`config.mk`:
```
export PLATFORM = sky130hd
export DESIGN_NAME = sig_halt_periph
export DESIGN_NICKNAME = d
export VERILOG_FILES = /design/src/rtl/sig_halt_pkg.sv /design/src/rtl/sig_fifo.sv /design/src/rtl/sig_halt_periph.sv
export SDC_FILE = /design/constraint.sdc
export NUM_CORES = 1
export LEC_CHECK = 0
export BUFFER_PORTS_ARGS = -buffer_cell sky130_fd_sc_hd__buf_4
export CORE_ASPECT_RATIO = 0.7
export CORE_UTILIZATION = 46
export DETAILED_ROUTE_END_ITERATION = 10
export GPL_TIMING_DRIVEN = 1
export PLACE_DENSITY_LB_ADDON = 0.3
export SKIP_LAST_GASP = 1
export SYNTH_ARGS = -nofsm -noshare
export SYNTH_HDL_FRONTEND = slang
export SYNTH_SLANG_ARGS = --single-unit
```
`constraint.sdc`:
```
create_clock -name clk -period 5.11 [get_ports clk]
set_input_delay 0.7665 -clock clk [delete_from_list [all_inputs] [get_ports clk]]
set_output_delay 0.7665 -clock clk [all_outputs]
set_load 0.005 [all_outputs]
```
`src/rtl/sig_halt_pkg.sv`:
```
// Shared constants for the signature/halt test-host responder: bus map, FSM states, status layout.
// Pure declarations, no logic.
package sig_halt_pkg;

  localparam logic [31:0] SIG_ADDR_DEF  = 32'h001F_FE68;
  localparam logic [31:0] HALT_ADDR_DEF = 32'h001F_FE6C;
  localparam logic [31:0] STAT_ADDR_DEF = 32'h001F_FE70;
  localparam logic [31:0] CYC_ADDR_OFS  = 32'd4;

  typedef enum logic [1:0] {
    RUN    = 2'd0,
    DRAIN  = 2'd1,
    HALTED = 2'd2
  } state_t;

  localparam int STAT_EMPTY_BIT  = 0;
  localparam int STAT_FULL_BIT   = 1;
  localparam int STAT_HALTED_BIT = 2;
  localparam int STAT_ERR_BIT    = 3;
  localparam int STAT_CNT_LSB    = 8;

  function automatic logic [7:0] sat8(input logic [31:0] v);
    return (v > 32'd255) ? 8'hFF : v[7:0];
  endfunction

endpackage

```
`src/rtl/sig_fifo.sv`:
```
// Synchronous FIFO; data visible at head the cycle after a push, pop acts on the same edge.
// Push at full is only taken when a pop happens in the same cycle; pop on empty is ignored.
module sig_fifo #(
  parameter int DATA_W = 32,
  parameter int DEPTH  = 8,
  localparam int PTR_W = $clog2(DEPTH),
  localparam int CNT_W = PTR_W + 1
) (
  input  logic              clk,
  input  logic              rst_n,
  input  logic              push,
  input  logic [DATA_W-1:0] push_dat,
  input  logic              pop,
  output logic [DATA_W-1:0] head_dat,
  output logic              full,
  output logic              empty,
  output logic [CNT_W-1:0]  cnt
);

  logic [DATA_W-1:0] mem [DEPTH];
  logic [PTR_W-1:0]  wr_ptr;
  logic [PTR_W-1:0]  rd_ptr;
  logic [CNT_W-1:0]  cnt_q;
  logic              do_push;
  logic              do_pop;

  assign full     = (cnt_q == CNT_W'(DEPTH));
  assign empty    = (cnt_q == '0);
  assign cnt      = cnt_q;
  assign head_dat = mem[rd_ptr];
  assign do_pop   = pop && !empty;
  assign do_push  = push && (!full || do_pop);

  // Depth is a power of two, so pointers wrap by natural overflow.
  always_ff @(posedge clk or negedge rst_n) begin
    if (!rst_n) begin
      wr_ptr <= '0;
      rd_ptr <= '0;
      cnt_q  <= '0;
    end else begin
      if (do_push) wr_ptr <= wr_ptr + PTR_W'(1);
      if (do_pop)  rd_ptr <= rd_ptr + PTR_W'(1);
      case ({do_push, do_pop})
        2'b10:   cnt_q <= cnt_q + CNT_W'(1);
        2'b01:   cnt_q <= cnt_q - CNT_W'(1);
        default: cnt_q <= cnt_q;
      endcase
    end
  end

  always_ff @(posedge clk) begin
    if (do_push) mem[wr_ptr] <= push_dat;
  end

endmodule

```
`src/rtl/sig_halt_periph.sv`:
```
// Test-host responder: signature stores stream out via a FIFO, halt store raises sticky halt_o once drained.
// Ack one cycle after acceptance; SIG stores stall while the FIFO is full. Optional SIG_HALT_CYCLE_CNT_EN adds a cycle counter.
module sig_halt_periph
  import sig_halt_pkg::*;
#(
  parameter logic [31:0] SIG_ADDR   = SIG_ADDR_DEF,
  parameter logic [31:0] HALT_ADDR  = HALT_ADDR_DEF,
  parameter logic [31:0] STAT_ADDR  = STAT_ADDR_DEF,
  parameter int          FIFO_DEPTH = 8,
  parameter int          DATA_W     = 32
) (
  input  logic              clk,
  input  logic              rst_n,
  input  logic              req_i,
  input  logic              we_i,
  input  logic [31:0]       addr_i,
  input  logic [DATA_W-1:0] wdata_i,
  output logic              ack_o,
  output logic [DATA_W-1:0] rdata_o,
  output logic              sig_valid_o,
  output logic [DATA_W-1:0] sig_data_o,
  input  logic              sig_ready_i,
  output logic              halt_o
);

  localparam int CNT_W = $clog2(FIFO_DEPTH) + 1;

  state_t            state_q;
  state_t            state_d;
  logic              ack_q;
  logic [DATA_W-1:0] rdata_q;
  logic              err_q;

  logic              fifo_full;
  logic              fifo_empty;
  logic [CNT_W-1:0]  fifo_cnt;
  logic [DATA_W-1:0] fifo_head;
  logic              pop;
  logic              push;

  logic              hit_sig;
  logic              hit_halt;
  logic              hit_stat;
  logic              sig_st;
  logic              halt_st;
  logic              stall;
  logic              accept;
  logic [DATA_W-1:0] stat_word;
  logic [DATA_W-1:0] rd_d;

  assign hit_sig  = (addr_i == SIG_ADDR);
  assign hit_halt = (addr_i == HALT_ADDR);
  assign hit_stat = (addr_i == STAT_ADDR);
  assign sig_st   = req_i && we_i && hit_sig;
  assign halt_st  = req_i && we_i && hit_halt;

  assign pop    = !fifo_empty && sig_ready_i;
  // Only a live SIG push can stall; once halting, SIG stores are dropped instead.
  assign stall  = sig_st && (state_q == RUN) && fifo_full && !pop;
  assign accept = req_i && !ack_q && !stall;
  assign push   = accept && sig_st && (state_q == RUN);

  sig_fifo #(
    .DATA_W (DATA_W),
    .DEPTH  (FIFO_DEPTH)
  ) u_fifo (
    .clk      (clk),
    .rst_n    (rst_n),
    .push     (push),
    .push_dat (wdata_i),
    .pop      (pop),
    .head_dat (fifo_head),
    .full     (fifo_full),
    .empty    (fifo_empty),
    .cnt      (fifo_cnt)
  );

  assign sig_valid_o = !fifo_empty;
  assign sig_data_o  = fifo_empty ? '0 : fifo_head;
  assign ack_o       = ack_q;
  assign rdata_o     = rdata_q;

  always_comb begin
    stat_word = '0;
    stat_word[STAT_EMPTY_BIT]          = fifo_empty;
    stat_word[STAT_FULL_BIT]           = fifo_full;
    stat_word[STAT_HALTED_BIT]         = (state_q == HALTED);
    stat_word[STAT_ERR_BIT]            = err_q;
    stat_word[STAT_CNT_LSB +: 8]       = sat8(32'(fifo_cnt));
  end

`ifdef SIG_HALT_CYCLE_CNT_EN
  logic [31:0] cyc_q;
  logic        hit_cyc;

  assign hit_cyc = (addr_i == STAT_ADDR + CYC_ADDR_OFS);

  // Free-running from reset; stops once HALTED so the run length stays readable.
  always_ff @(posedge clk or negedge rst_n) begin
    if (!rst_n) begin
      cyc_q <= '0;
    end else if (state_q != HALTED) begin
      cyc_q <= cyc_q + 32'd1;
    end
  end
`endif

  always_comb begin
    rd_d = '0;
    if (!we_i) begin
      if (hit_stat) begin
        rd_d = stat_word;
      end
`ifdef SIG_HALT_CYCLE_CNT_EN
      else if (hit_cyc) begin
        rd_d = DATA_W'(cyc_q);
      end
`endif
    end
  end

  always_ff @(posedge clk or negedge rst_n) begin
    if (!rst_n) begin
      ack_q   <= 1'b0;
      rdata_q <= '0;
      err_q   <= 1'b0;
    end else begin
      ack_q   <= accept;
      rdata_q <= accept ? rd_d : '0;
      if (accept && sig_st && (state_q != RUN)) err_q <= 1'b1;
    end
  end

  always_ff @(posedge clk or negedge rst_n) begin
    if (!rst_n) begin
      state_q <= RUN;
    end else begin
      state_q <= state_d;
    end
  end

  always_comb begin
    state_d = state_q;
    halt_o  = 1'b0;
    case (state_q)
      RUN: begin
        if (accept && halt_st) state_d = DRAIN;
      end
      DRAIN: begin
        if (fifo_empty) state_d = HALTED;
      end
      HALTED: begin
        halt_o = 1'b1;
      end
      default: begin
        state_d = RUN;
      end
    endcase
  end

endmodule

```
# Yosys cells after proc, flatten, opt, wreduce, memory -nomap -nowiden
# Memory sizes are Yosys's and may differ from the RTL's.
# Cells that the tools add are included.
dict set report op_classes {
  n_eq_ne 10
  reduce_logical 26
  bitwise_logic 1
  addsub 4
  muxes 11
}
# op n
set op_table {}
lappend op_table {{== test 32 x 21 -> 1 bit, second input constant} 3}
lappend op_table {{2-to-1 mux 32 bit} 2}
lappend op_table {{2-to-1 mux 12 bit} 2}
lappend op_table {{logical AND 1 bit} 15}
lappend op_table {{case mux 4 bit (2 select lines)} 1}
lappend op_table {{adder 3 x 1 -> 3 bit, second input constant} 2}
lappend op_table {{case mux 2 bit (3 select lines)} 1}
lappend op_table {{logical NOT 1 bit} 5}
lappend op_table {{adder 4 x 1 -> 4 bit, second input constant} 1}
lappend op_table {{== test 2 x 1 -> 1 bit, second input constant} 2}
lappend op_table {{== test 2 bit, second input constant} 2}
lappend op_table {{== test 4 bit, second input constant} 1}
lappend op_table {{logical NOT 4 bit} 1}
lappend op_table {{2-to-1 mux 2 bit} 2}
lappend op_table {{nonzero test 2 bit} 2}
lappend op_table {{subtractor 4 x 1 -> 4 bit, second input constant} 1}
lappend op_table {{2-to-1 mux 1 bit} 3}
lappend op_table {{AND reduction 3 bit} 1}
lappend op_table {{logical NOT 2 bit} 1}
lappend op_table {{inequality test 2 x 1 -> 1 bit, second input constant} 1}
lappend op_table {{inequality test 2 bit, second input constant} 1}
lappend op_table {{logical OR 1 bit} 1}
lappend op_table {{NOT 1 bit} 1}
dict set report word_totals {
  ram_bits 256
  reg_bits 46
  wordCells 60
  n_memories 1
  in_bits 69
}
# name depth word_bits read_ports rd_ports_with_merged_regs write_ports line
set memory_table {}
lappend memory_table {u_fifo.mem 8 32 1 0 1 sig_fifo.sv:20} ;# logic [DATA_W-1:0] mem [DEPTH];

# Longest topological paths before layout
# Gate-level depths: netlist of run 1.
dict set report depth {
  depth_word 12
  ltp_mapped 13
  mapped_depth_nobuf 12
}

# By module
# From an unflattened synthesis of run 1, not the netlist that was laid out.
dict set report unflattened {
  hier_cells 568
  area_unflattened_um2 11367.2
}
# module cells_per_inst area_each_um2 seq_area_each_um2 n_inst
set modules_own_cells {}
lappend modules_own_cells {sig_fifo 454 10326.2 7937.6 1}
lappend modules_own_cells {sig_halt_periph 114 1041.0 300.3 1}

# Least setup slack after synthesis of run 1
# Ideal clock, no wire load.
dict set report synth_timing {
  path_kind {input to register}
  start {in addr_i[1]}
  end {reg u_fifo.cnt_q[2], in the netlist u_fifo.cnt[2]}
  cell_stages 12
  path_slack_ns 2.150
  path_buffers 1
  t_arrival_ns 2.835
  path_cell_list {nor4_4 -> nand4_4 -> nor4b_4 -> inv_1 -> ha_1 -> clkbuf_1 -> xor2_1 -> ha_1 -> a21oi_1 -> xor2_1 -> nor2_1 -> xor2_1}
}
dict set report synth_via {
  elab_chain_len 12
}
# item line
set synth_rtl {}
lappend synth_rtl {{start: declaration} sig_halt_periph.sv:16} ;# input logic [31:0] addr_i,
lappend synth_rtl {{== test 32 x 21 -> 1 bit *} sig_halt_periph.sv:51} ;# assign hit_sig = (addr_i == SIG_ADDR);
lappend synth_rtl {{logical AND 1 bit *} sig_halt_periph.sv:54} ;# assign sig_st = req_i && we_i && hit_sig;
lappend synth_rtl {{logical AND 1 bit (3 in a row)} sig_halt_periph.sv:59} ;# assign stall = sig_st && (state_q == RUN) && fifo_full && !pop;
lappend synth_rtl {{logical NOT 1 bit} sig_halt_periph.sv:60} ;# assign accept = req_i && !ack_q && !stall;
lappend synth_rtl {{logical AND 1 bit} sig_halt_periph.sv:60}
lappend synth_rtl {{logical AND 1 bit * (2 in a row)} sig_halt_periph.sv:61} ;# assign push = accept && sig_st && (state_q == RUN);
lappend synth_rtl {{logical AND 1 bit *} sig_fifo.sv:32} ;# assign do_push = push && (!full || do_pop);
lappend synth_rtl {{== test 2 x 1 -> 1 bit / == test 2 bit (equally long branches)} sig_fifo.sv:43} ;# case ({do_push, do_pop})
lappend synth_rtl {{case mux 4 bit (2 select lines) / nonzero test 2 bit (equally long branches)} n/a}
lappend synth_rtl {{end signal: assignment} sig_fifo.sv:44} ;# 2'b10: cnt_q <= cnt_q + CNT_W'(1);
lappend synth_rtl {{end signal: assignment} sig_fifo.sv:45} ;# 2'b01: cnt_q <= cnt_q - CNT_W'(1);
lappend synth_rtl {{end signal: assignment} sig_fifo.sv:46} ;# default: cnt_q <= cnt_q;
lappend synth_rtl {{end: declaration} sig_fifo.sv:23} ;# logic [CNT_W-1:0] cnt_q;
# Mark *: on every way between the ends. The rest lies on a longest branch, timed or not.
# A chain may end at the register's enable or synchronous reset.

# Worst setup path after layout of run 1
dict set report layout_timing {
  start {reg u_fifo.rd_ptr[0]}
  end {out sig_data_o[17]}
}
dict set report layout_via {
  elab_chain_len 2
}
# item line
set layout_rtl {}
lappend layout_rtl {{start: declaration} sig_fifo.sv:22} ;# logic [PTR_W-1:0] rd_ptr;
lappend layout_rtl {{start signal: assignment} sig_fifo.sv:42} ;# if (do_pop) rd_ptr <= rd_ptr + PTR_W'(1);
lappend layout_rtl {{memory (8 x 32 bit)} n/a}
lappend layout_rtl {{2-to-1 mux 32 bit} sig_halt_periph.sv:79} ;# assign sig_data_o = fifo_empty ? '0 : fifo_head;
lappend layout_rtl {{end: declaration} sig_halt_periph.sv:21} ;# output logic [DATA_W-1:0] sig_data_o,
# Every way passes these cells.

==> results of run 1 <==
[layer usage]
metal	up-vias	track usage, %	part of all wire [%]
met5	-	0	0
met4	0	3.808	1.7
met3	32	3.183	5.7
met2	162	29.86	49
met1	2854	24.86	43
li1	2404	-	-
[registers in the layout, summed over array words and instances, names as in the netlist]
name / cells
err_q: 1
rdata_o: 8
u_fifo.cnt: 4
u_fifo.mem: 256
u_fifo.rd_ptr: 3
ack_o: 1
state_q: 2
u_fifo.wr_ptr: 3
[power by group through the flow]
| stage | Clock [mW] | Sequential, mW | Combinational (mW) |
|---|---|---|---|
| finish | 1.98 | 2.48 | 0.0843 |
| global route | 2.10 | 2.48 | 0.0926 |
| CTS | 2.02 | 2.48 | 0.0845 |
| detailed placement | 0 | 2.53 | 0.0848 |
| global placement | 0 | 2.53 | 0.0779 |
| floorplan | 0 | 2.53 | 0.0249 |
[synth_stat cells, types with 2 or more instances]
cell | number | area, um^2
sky130_fd_sc_hd__nor4_4 | 3 | 63.81
sky130_fd_sc_hd__nor2b_1 | 4 | 25.02
sky130_fd_sc_hd__clkbuf_1 | 9 | 33.78
sky130_fd_sc_hd__mux2i_1 | 32 | 320.3
sky130_fd_sc_hd__ha_1 | 5 | 62.56
sky130_fd_sc_hd__nor3_1 | 2 | 10.01
sky130_fd_sc_hd__and2_1 | 6 | 37.54
sky130_fd_sc_hd__inv_2 | 2 | 7.510
sky130_fd_sc_hd__nand3_1 | 3 | 15.01
sky130_fd_sc_hd__mux4_2 | 64 | 1441
sky130_fd_sc_hd__and4_1 | 4 | 35.03
sky130_fd_sc_hd__buf_1 | 5 | 18.77
sky130_fd_sc_hd__edfxtp_1 | 256 | 7687
sky130_fd_sc_hd__xnor2_1 | 3 | 26.28
sky130_fd_sc_hd__buf_2 | 3 | 15.01
sky130_fd_sc_hd__and4b_1 | 4 | 40.04
sky130_fd_sc_hd__o21ai_0 | 2 | 10.01
sky130_fd_sc_hd__a21oi_1 | 2 | 10.01
sky130_fd_sc_hd__buf_4 | 29 | 217.7
sky130_fd_sc_hd__nor4b_4 | 2 | 47.55
sky130_fd_sc_hd__and4_2 | 2 | 20.02
sky130_fd_sc_hd__nor2_1 | 38 | 142.6
sky130_fd_sc_hd__and3_1 | 3 | 18.77
sky130_fd_sc_hd__dfrtp_1 | 22 | 550.5
sky130_fd_sc_hd__nand2b_1 | 3 | 18.77
sky130_fd_sc_hd__xor2_1 | 7 | 61.31
sky130_fd_sc_hd__nand2_1 | 2 | 7.510
sky130_fd_sc_hd__mux2_4 | 2 | 30.03
[kinds of logic after synthesis]
kind of cell / after synthesis
flops: 278
mux: 99
simple gates: 92
buf+inv: 49
compound gates: 10
xor+xnor: 10
fa+ha+maj: 5
other cells: 1
[cells in the final DEF, fill, tap and decap left out, types with 3 or more instances in the layout]
cell type / instances
sky130_fd_sc_hd__nor2b_1: 4
sky130_fd_sc_hd__bufinv_16: 3
sky130_fd_sc_hd__and3_1: 3
sky130_fd_sc_hd__nor2_1: 38
sky130_fd_sc_hd__mux2i_1: 32
sky130_fd_sc_hd__and4_2: 4
sky130_fd_sc_hd__clkinv_2: 5
sky130_fd_sc_hd__conb_1: 24
sky130_fd_sc_hd__xnor2_1: 3
sky130_fd_sc_hd__buf_4: 116
sky130_fd_sc_hd__clkbuf_16: 27
sky130_fd_sc_hd__clkbuf_8: 4
sky130_fd_sc_hd__nand2b_1: 3
sky130_fd_sc_hd__and4b_2: 4
sky130_fd_sc_hd__mux4_2: 64
sky130_fd_sc_hd__nand3_1: 3
sky130_fd_sc_hd__edfxtp_1: 256
sky130_fd_sc_hd__xor2_1: 7
sky130_fd_sc_hd__ha_1: 5
sky130_fd_sc_hd__nor4_4: 3
sky130_fd_sc_hd__dfrtp_1: 19
sky130_fd_sc_hd__and2_1: 6
sky130_fd_sc_hd__clkbuf_1: 5
[per-stage QoR]
step           hold WS, ps  total power [mW]
5_1_grt              133.9             4.677
6_report             133.1             4.544
2_1_floorplan        419.7             2.558
3_5_place_dp         489.2             2.616
4_1_cts              120.3             4.583
3_3_place_gp         450.7             2.609
[worst paths after layout]
check                                      start  depth (start not counted)  slack (ps)                 to
worst max register to register     u_fifo.cnt[2]                         12        2190      u_fifo.cnt[2]
worst max-delay path            u_fifo.rd_ptr[0]                          5        1370     sig_data_o[17]
worst min-delay path                       rst_n                          1         130   u_fifo.wr_ptr[0]
worst min register to register             err_q                          1         500              err_q
min in group clk                     wdata_i[17]                          1         470  u_fifo.mem[7][17]
max in group asynchronous                  rst_n                          1        4710   u_fifo.rd_ptr[0]
[layout make-up]
class | count | area [um^2]
fillers | 1815 | 10570
flip-flops and latches | 278 | 8244
multi-input cells | 240 | 2776
repair buffers | 116 | 870.8
clock buffers | 36 | 749.5
well taps | 318 | 397.9
clock inverters | 12 | 138.9
inverters | 3 | 11.26
diodes | 1 | 2.502
==> results.md, run 1 <==
- The minimum clock period is 3737 ps.
- The mean cell area of the mapped netlist is 20.62 um^2.
- The final wirelength is 21720 um.
- The final core utilization is 55.52%.
- The run finished with clean final reports.
- The XOR/XNOR share of the synthesized area is 0.7808%.
- The share of total power dissipated in sequential elements is 54.6%.
- The first detailed-routing pass ran for 5 iterations.
- After synthesis, the share of flip-flops with an asynchronous set or reset is 7.914%.
- The clock passes through at most 3 buffers.
- The count of pins on the block boundary is 136.
- The count of cells resized by post-cts repair is 0.
- The final weighted congestion of routability-driven global placement is 0.7529.
- The final net count is 739.
- In this run the standard cell core region covers 23760 um^2.
- The reported net switching power is 0.8460 mW.
- In this run the vertical extent of the chip is 132.7 um.
- After detailed placement, the design holds a cell count of 955.
- The post-CTS setup buffer count is 0.
- The required time of the critical path is 4340 ps.
- The initial antenna violation count is 0.
- After clock tree synthesis, the clock-pin slew on the worst setup and hold paths is 60 ps.
- The area growth from synthesis to layout is 17.60%.
- Of all nets on the critical path, the largest fanout is 51.
- The post-place setup slack is 1850 ps.
- Measured along the x axis, the die boundary spans 188.6 um.
- The routed via count divided by cell count is 5.430.
- Among all stages on the critical path, the largest delay is contributed by sky130_fd_sc_hd__dfrtp_4.
- In this run, the clock network consumes 43.5% of the power.
- The synthesized netlist devotes 0.6358% of its cell area to compound gates.
- The total track usage is 17.91%.
- The clock arrives with 14.56 ps of skew.
- The worst setup path is captured at an output pin.
- The area of the mapped netlist is 11220 um^2.
- The yosys synthesis warning count is 0.
- The max-slew violation count is 0.
- The category of the worst setup path launch point is a flip-flop.
- Traced cell by cell, the critical path runs through buf_4 -> mux4_2 -> mux2i_1 -> nor2_1 -> buf_4.
- The path type of the worst setup path is flip-flop to output pin.
- Clock latency on the worst-skew pair, taken at its later pin, is 520 ps.
- The reported leakage power is 4.517 nW.
- After synthesis, the largest family of logic cells by area is multiplexers.
- The count of buffers from port buffering is 111.
- Setup violations remaining at the end of the flow were counted as 0.
- The detail route stage leaves a number of antenna-violating nets equal to 0.
- Entering global routing, the biggest net connects 52 pins.
- The first global-routing pass estimated 33840 um of wire.
- Synthesis inferred 278 register bits.
- Data arrives at the worst endpoint at 2970 ps.
- In the synthesized netlist, the number of instances is 544.
- Of the cells placed in the final design, the portion with a size suffix greater than 1 is 36.93%.
- In this run the worst hold path is classified as input port to asynchronous set/reset pin.
- The number of enable-type register cells in the synthesized netlist is 256.
- The power density over cell area is 344.5 nW/um^2.
- The post-layout instance area is 13190 um^2.
- The sum of buffers and inverters on the critical path is 2.
- In this design, the stage delay of the slowest critical-path cell is 1080 ps.
- IR analysis of the VDD net gives a maximum drop of 0.0002520 V.
- The most used flip-flop cell after synthesis is sky130_fd_sc_hd__edfxtp_1.
- The number of standard cells in the layout, taps in and fillers out is 1004.
- The via count is 5452.
- The total overflow reported by the global router is 0.
- Cell internal power was estimated by the tool at 3.698 mW.
- In this run the number of H-tree levels came out at 1.
- In the final timing run, aggregate negative setup slack is 0 ps.
- Counting the buffers created by CTS gives 26.
- The family with the most delay on the worst path is flip-flops.
- Multiplexer cells account for 16.07% of the synthesized area.
- The root buffer cell is sky130_fd_sc_hd__clkbuf_16.
- The TritonCTS clock tree is yes.
- Once the floorplan was initialized, standard cells occupied 47.21% of the core.
- The floorplan die area is 25020 um^2.
- The number of different library cells in the post-synthesis netlist is 53.
- The final cycle utilization of the critical path is 73.12%.
- In the routed design, unresolved DRC markers number 0.
- The most frequent cell on the critical path is sky130_fd_sc_hd__buf_4.
- In this run the tightest slew margin relative to its limit is 28.57%.
- Based on the critical path, the design can be clocked at up to 267.6 MHz.
- Across the run, the number of max-cap violations was 0.
- At the pin with the least slew margin, the transition time is 1072 ps.
- Of the total power, the share spent switching nets is 18.62%.
- Setup slack on the critical path of the routed design comes to 1373 ps.
- The proportion of power drawn by combinational gates is 1.9%.
- The number of buffers added to fix hold violations after cts is 0.
- The wire-length estimate of the detail-placed layout is 12480 um.
- In this run the cell area measured after placement is 12300 um^2.
- Summing the areas of all fa, ha and maj instances in the mapped netlist gives 0.5577% of the synthesized area.
- Sequential elements use 73.44% of the synthesized area.
- The clock net in this run drives a total of 278 sinks.
- The number of failing hold endpoints at the final stage came to 0.
- The number of placement rows is 47.
- Setup repair after global routing left no endpoint under its margin.
- The number of global-route vias before repair is 5810.
- The number of DRC markers in iteration 0 is 304.
- The average wire length per cell after detail routing is 21.63 um.
- The synthesized netlist devotes 5.834% of its cell area to simple gates.
(Power assumes the default switching activity.)
==> run 2, diff against run 1 <==
==> constraint.sdc (replaced) <==
create_clock -name clk -period 3.1 [get_ports clk]
set_input_delay 0.465 -clock clk [delete_from_list [all_inputs] [get_ports clk]]
set_output_delay 0.465 -clock clk [all_outputs]
set_load 0.005 [all_outputs]
==> results.md, run 2 (synthesis results as in run 1) <==
- The largest clock skew in the final design was 9.539 ps (was 14.56 ps).
- The max-slew violation count was 0 (unchanged).
- The clock latency on the worst-skew pair is 520 ps (about the same).
- The count of buffers from port buffering is 111 (unchanged).
- The largest voltage drop on the vdd net came to 0.0005898 V (was 0.0002520 V).
- The largest buffer count on any clock path was 3 (unchanged).
- The area growth from synthesis to layout is 18.72% (was 17.60%).
- Outcome: complete, no violations (unchanged).
- The slew at the pin with the worst max-slew slack was 572.2 ps (was 1072 ps).
- The largest stage delay on the critical path is 570 ps (was 1080 ps).
- The sum of buffers and inverters on the critical path came to 2 (unchanged).
- The family with the most delay on the worst path was multiplexers (was flip-flops).
- The final net count is 749 (was 739).
- The critical path endpoint category is an output pin (unchanged).
- The critical path's slowest cell is sky130_fd_sc_hd__mux4_2 (was sky130_fd_sc_hd__dfrtp_4).
- The final number of setup-violating endpoints is 0 (unchanged).
- The initial cell density of the core came to 47.21% (unchanged).
- The die outline width was 188.6 um (unchanged).
- The worst slew margin relative to its limit is 61.85% (was 28.57%).
- The setup TNS came to 0 ps (unchanged).
- The number of remaining DRC errors is 0 (unchanged).
- The number of sinks on the clock net is 278 (unchanged).
- The routed via count divided by cell count came to 5.337 (was 5.430).
- The data arrival at the endpoint of the critical path is 2450 ps (was 2970 ps).
- The root buffer cell is sky130_fd_sc_hd__clkbuf_16 (unchanged).
- The first-pass GRT wire length is 33710 um (was 33840 um).
- The count of pins on the block boundary is 136 (unchanged).
- The area of the core came to 23760 um^2 (unchanged).
- The total power is 7.268 mW (was 4.544 mW).
- The cell count after placement is 964 (was 955).
- After layout, the minimum clock period comes to 2915 ps.
- The number of flip-flops in the largest register is 256 (unchanged).
- The final weighted congestion of routability-driven global placement was 0.7405 (was 0.7529).
- The number of filler cells placed in the layout came to 1814 (was 1815).
- The TritonCTS clock tree is yes (unchanged).
- The die outline height is 132.7 um (unchanged).
- Cell Chain, Critical Path: buf_4 -> mux4_2 -> mux2i_1 -> nor2_1 -> buf_4 (unchanged).
- The power density over cell area is 545.8 nW/um^2 (was 344.5 nW/um^2).
- The final cycle utilization of the critical path is 94.05%.
- The final core utilization came to 56.05% (was 55.52%).
- The met1 track utilization from global routing was 24.07% (was 24.86%).
- The number of max-cap violations is 0 (unchanged).
- The classification of the worst-slack hold path is input port to flip-flop (was input port to asynchronous set/reset pin).
- The floorplan die area was 25020 um^2 (unchanged).
- The number of global-route vias before repair is 5845 (was 5810).
- The number of buffers added to fix hold violations after cts is 1 (was 0).
- The number of placement rows is 47 (unchanged).
- The count of H-tree levels built during CTS was 1 (unchanged).
- The final hold slack came to 167.0 ps (was 133.1 ps).
- The top register by number of flip-flops is u_fifo.mem (unchanged).
- The path type of the worst setup path is flip-flop to output pin (unchanged).
- The largest fanout on the critical path is 28 (was 51).
- RSZ-0062 raised after global routing: false (unchanged).
- The post-layout instance area is 13320 um^2 (was 13190 um^2).
- The commonest non-fill, non-tap cell in the layout is sky130_fd_sc_hd__edfxtp_1 (unchanged).
- The clock transition at the registers of the reported paths is 60 ps (about the same).
- The met2 usage in global routing is 30.78% (was 29.86%).
- The final wirelength is 21700 um (was 21720 um).
- The most frequent cell on the critical path was sky130_fd_sc_hd__buf_4 (unchanged).
- The layer carrying the most global-route usage is met2 (unchanged).
- The number of failing hold endpoints at the final stage is 0 (unchanged).
- The origin of the critical flop-to-flop path is state_q[0] (was u_fifo.cnt[2]).
- The final antenna-violating net count is 0 (unchanged).
- The initial antenna violation count came to 0 (unchanged).
- The total track usage is 17.99% (was 17.91%).
- The via count is 5406 (was 5452).
- The number of antenna cells inserted was 0 (was 1).
- Top library cells by usage in the layout, fill and taps aside: 256 x sky130_fd_sc_hd__edfxtp_1, 115 x sky130_fd_sc_hd__buf_4, 64 x sky130_fd_sc_hd__mux4_2 (was 256 x sky130_fd_sc_hd__edfxtp_1, 116 x sky130_fd_sc_hd__buf_4, 64 x sky130_fd_sc_hd__mux4_2).
- The category of the worst setup path launch point is a flip-flop (unchanged).
- The number of standard cells in the layout, taps in and fillers out is 1013 (was 1004).
- The average wire length per cell after detail routing is 21.42 um (was 21.63 um).
- The detailed placer's ending HPWL came to 12250 um (was 12480 um).
- The met3 track demand over resource was 3.183% (unchanged).
- The area after detailed placement was 12490 um^2 (was 12300 um^2).
- The reported leakage power is 4.560 nW (was 4.517 nW).
- The maximum operating frequency is 343.0 MHz.
- The detailed-router iteration count before antenna repair came to 4 (was 5).
- The origin of the worst setup path is u_fifo.rd_ptr[0] (unchanged).
- The share of cells above drive strength 1 was 36.69% (was 36.93%).
- The total overflow reported by the global router came to 0 (unchanged).
- The critical hold path startpoint is wdata_i[28].
- The setup slack of the critical path after layout is 184.5 ps (was 1373 ps).
- The post-CTS setup buffer count is 0 (unchanged).
- The post-place setup slack came to 164.5 ps (was 1850 ps).
- The number of DRC markers in iteration 0 is 377 (was 304).
- The maximum number of pins on one net before global-route repair is 39 (was 52).
- The number of buffers added by the clock tree synthesis step is 26 (unchanged).
- The count of cells resized by post-cts repair is 0 (unchanged).
- The required time of the critical path is 2630 ps (was 4340 ps).
## run 2: final timing paths
| kind | slack, ps | end | cells after the start |
|---|---|---|---|
| worst max-delay path | 180 | sig_data_o[9] | 5 |
| worst min-delay path | 170 | u_fifo.mem[1][28] | 1 |
| worst max register to register | 320 | u_fifo.cnt[2] | 11 |
| worst min register to register | 500 | u_fifo.rd_ptr[2] | 1 |
| max in group asynchronous | 2470 | u_fifo.rd_ptr[0] | 2 |
| min in group asynchronous | 370 | ack_o | 2 |
## run 2: report_power, final
group / internal, mW / switching, mW / total (mW)
logic: 0.0642 / 0.0727 / 0.137
clock network: 1.75 / 1.28 / 3.04
registers: 4.09 / 0.000706 / 4.09
total: 5.91 / 1.36 / 7.27
## run 2: area by class of cell
cell class / count / area, um^2 / share of cell area (%)
inverter: 3 / 11.26 / 0.08456
clock buffer: 34 / 701.9 / 5.271
multi-input combinational: 240 / 2776 / 20.85
clock inverter: 14 / 111.4 / 0.8362
tap: 318 / 397.9 / 2.988
timing repair buffer: 126 / 1074 / 8.062
sequential: 278 / 8244 / 61.91
## run 2: layer usage
metal	vias up	routed length (um)
met2	148	10890
met4	0	393
met5	-	0
met3	33	1151
li1	2417	-
met1	2808	9263
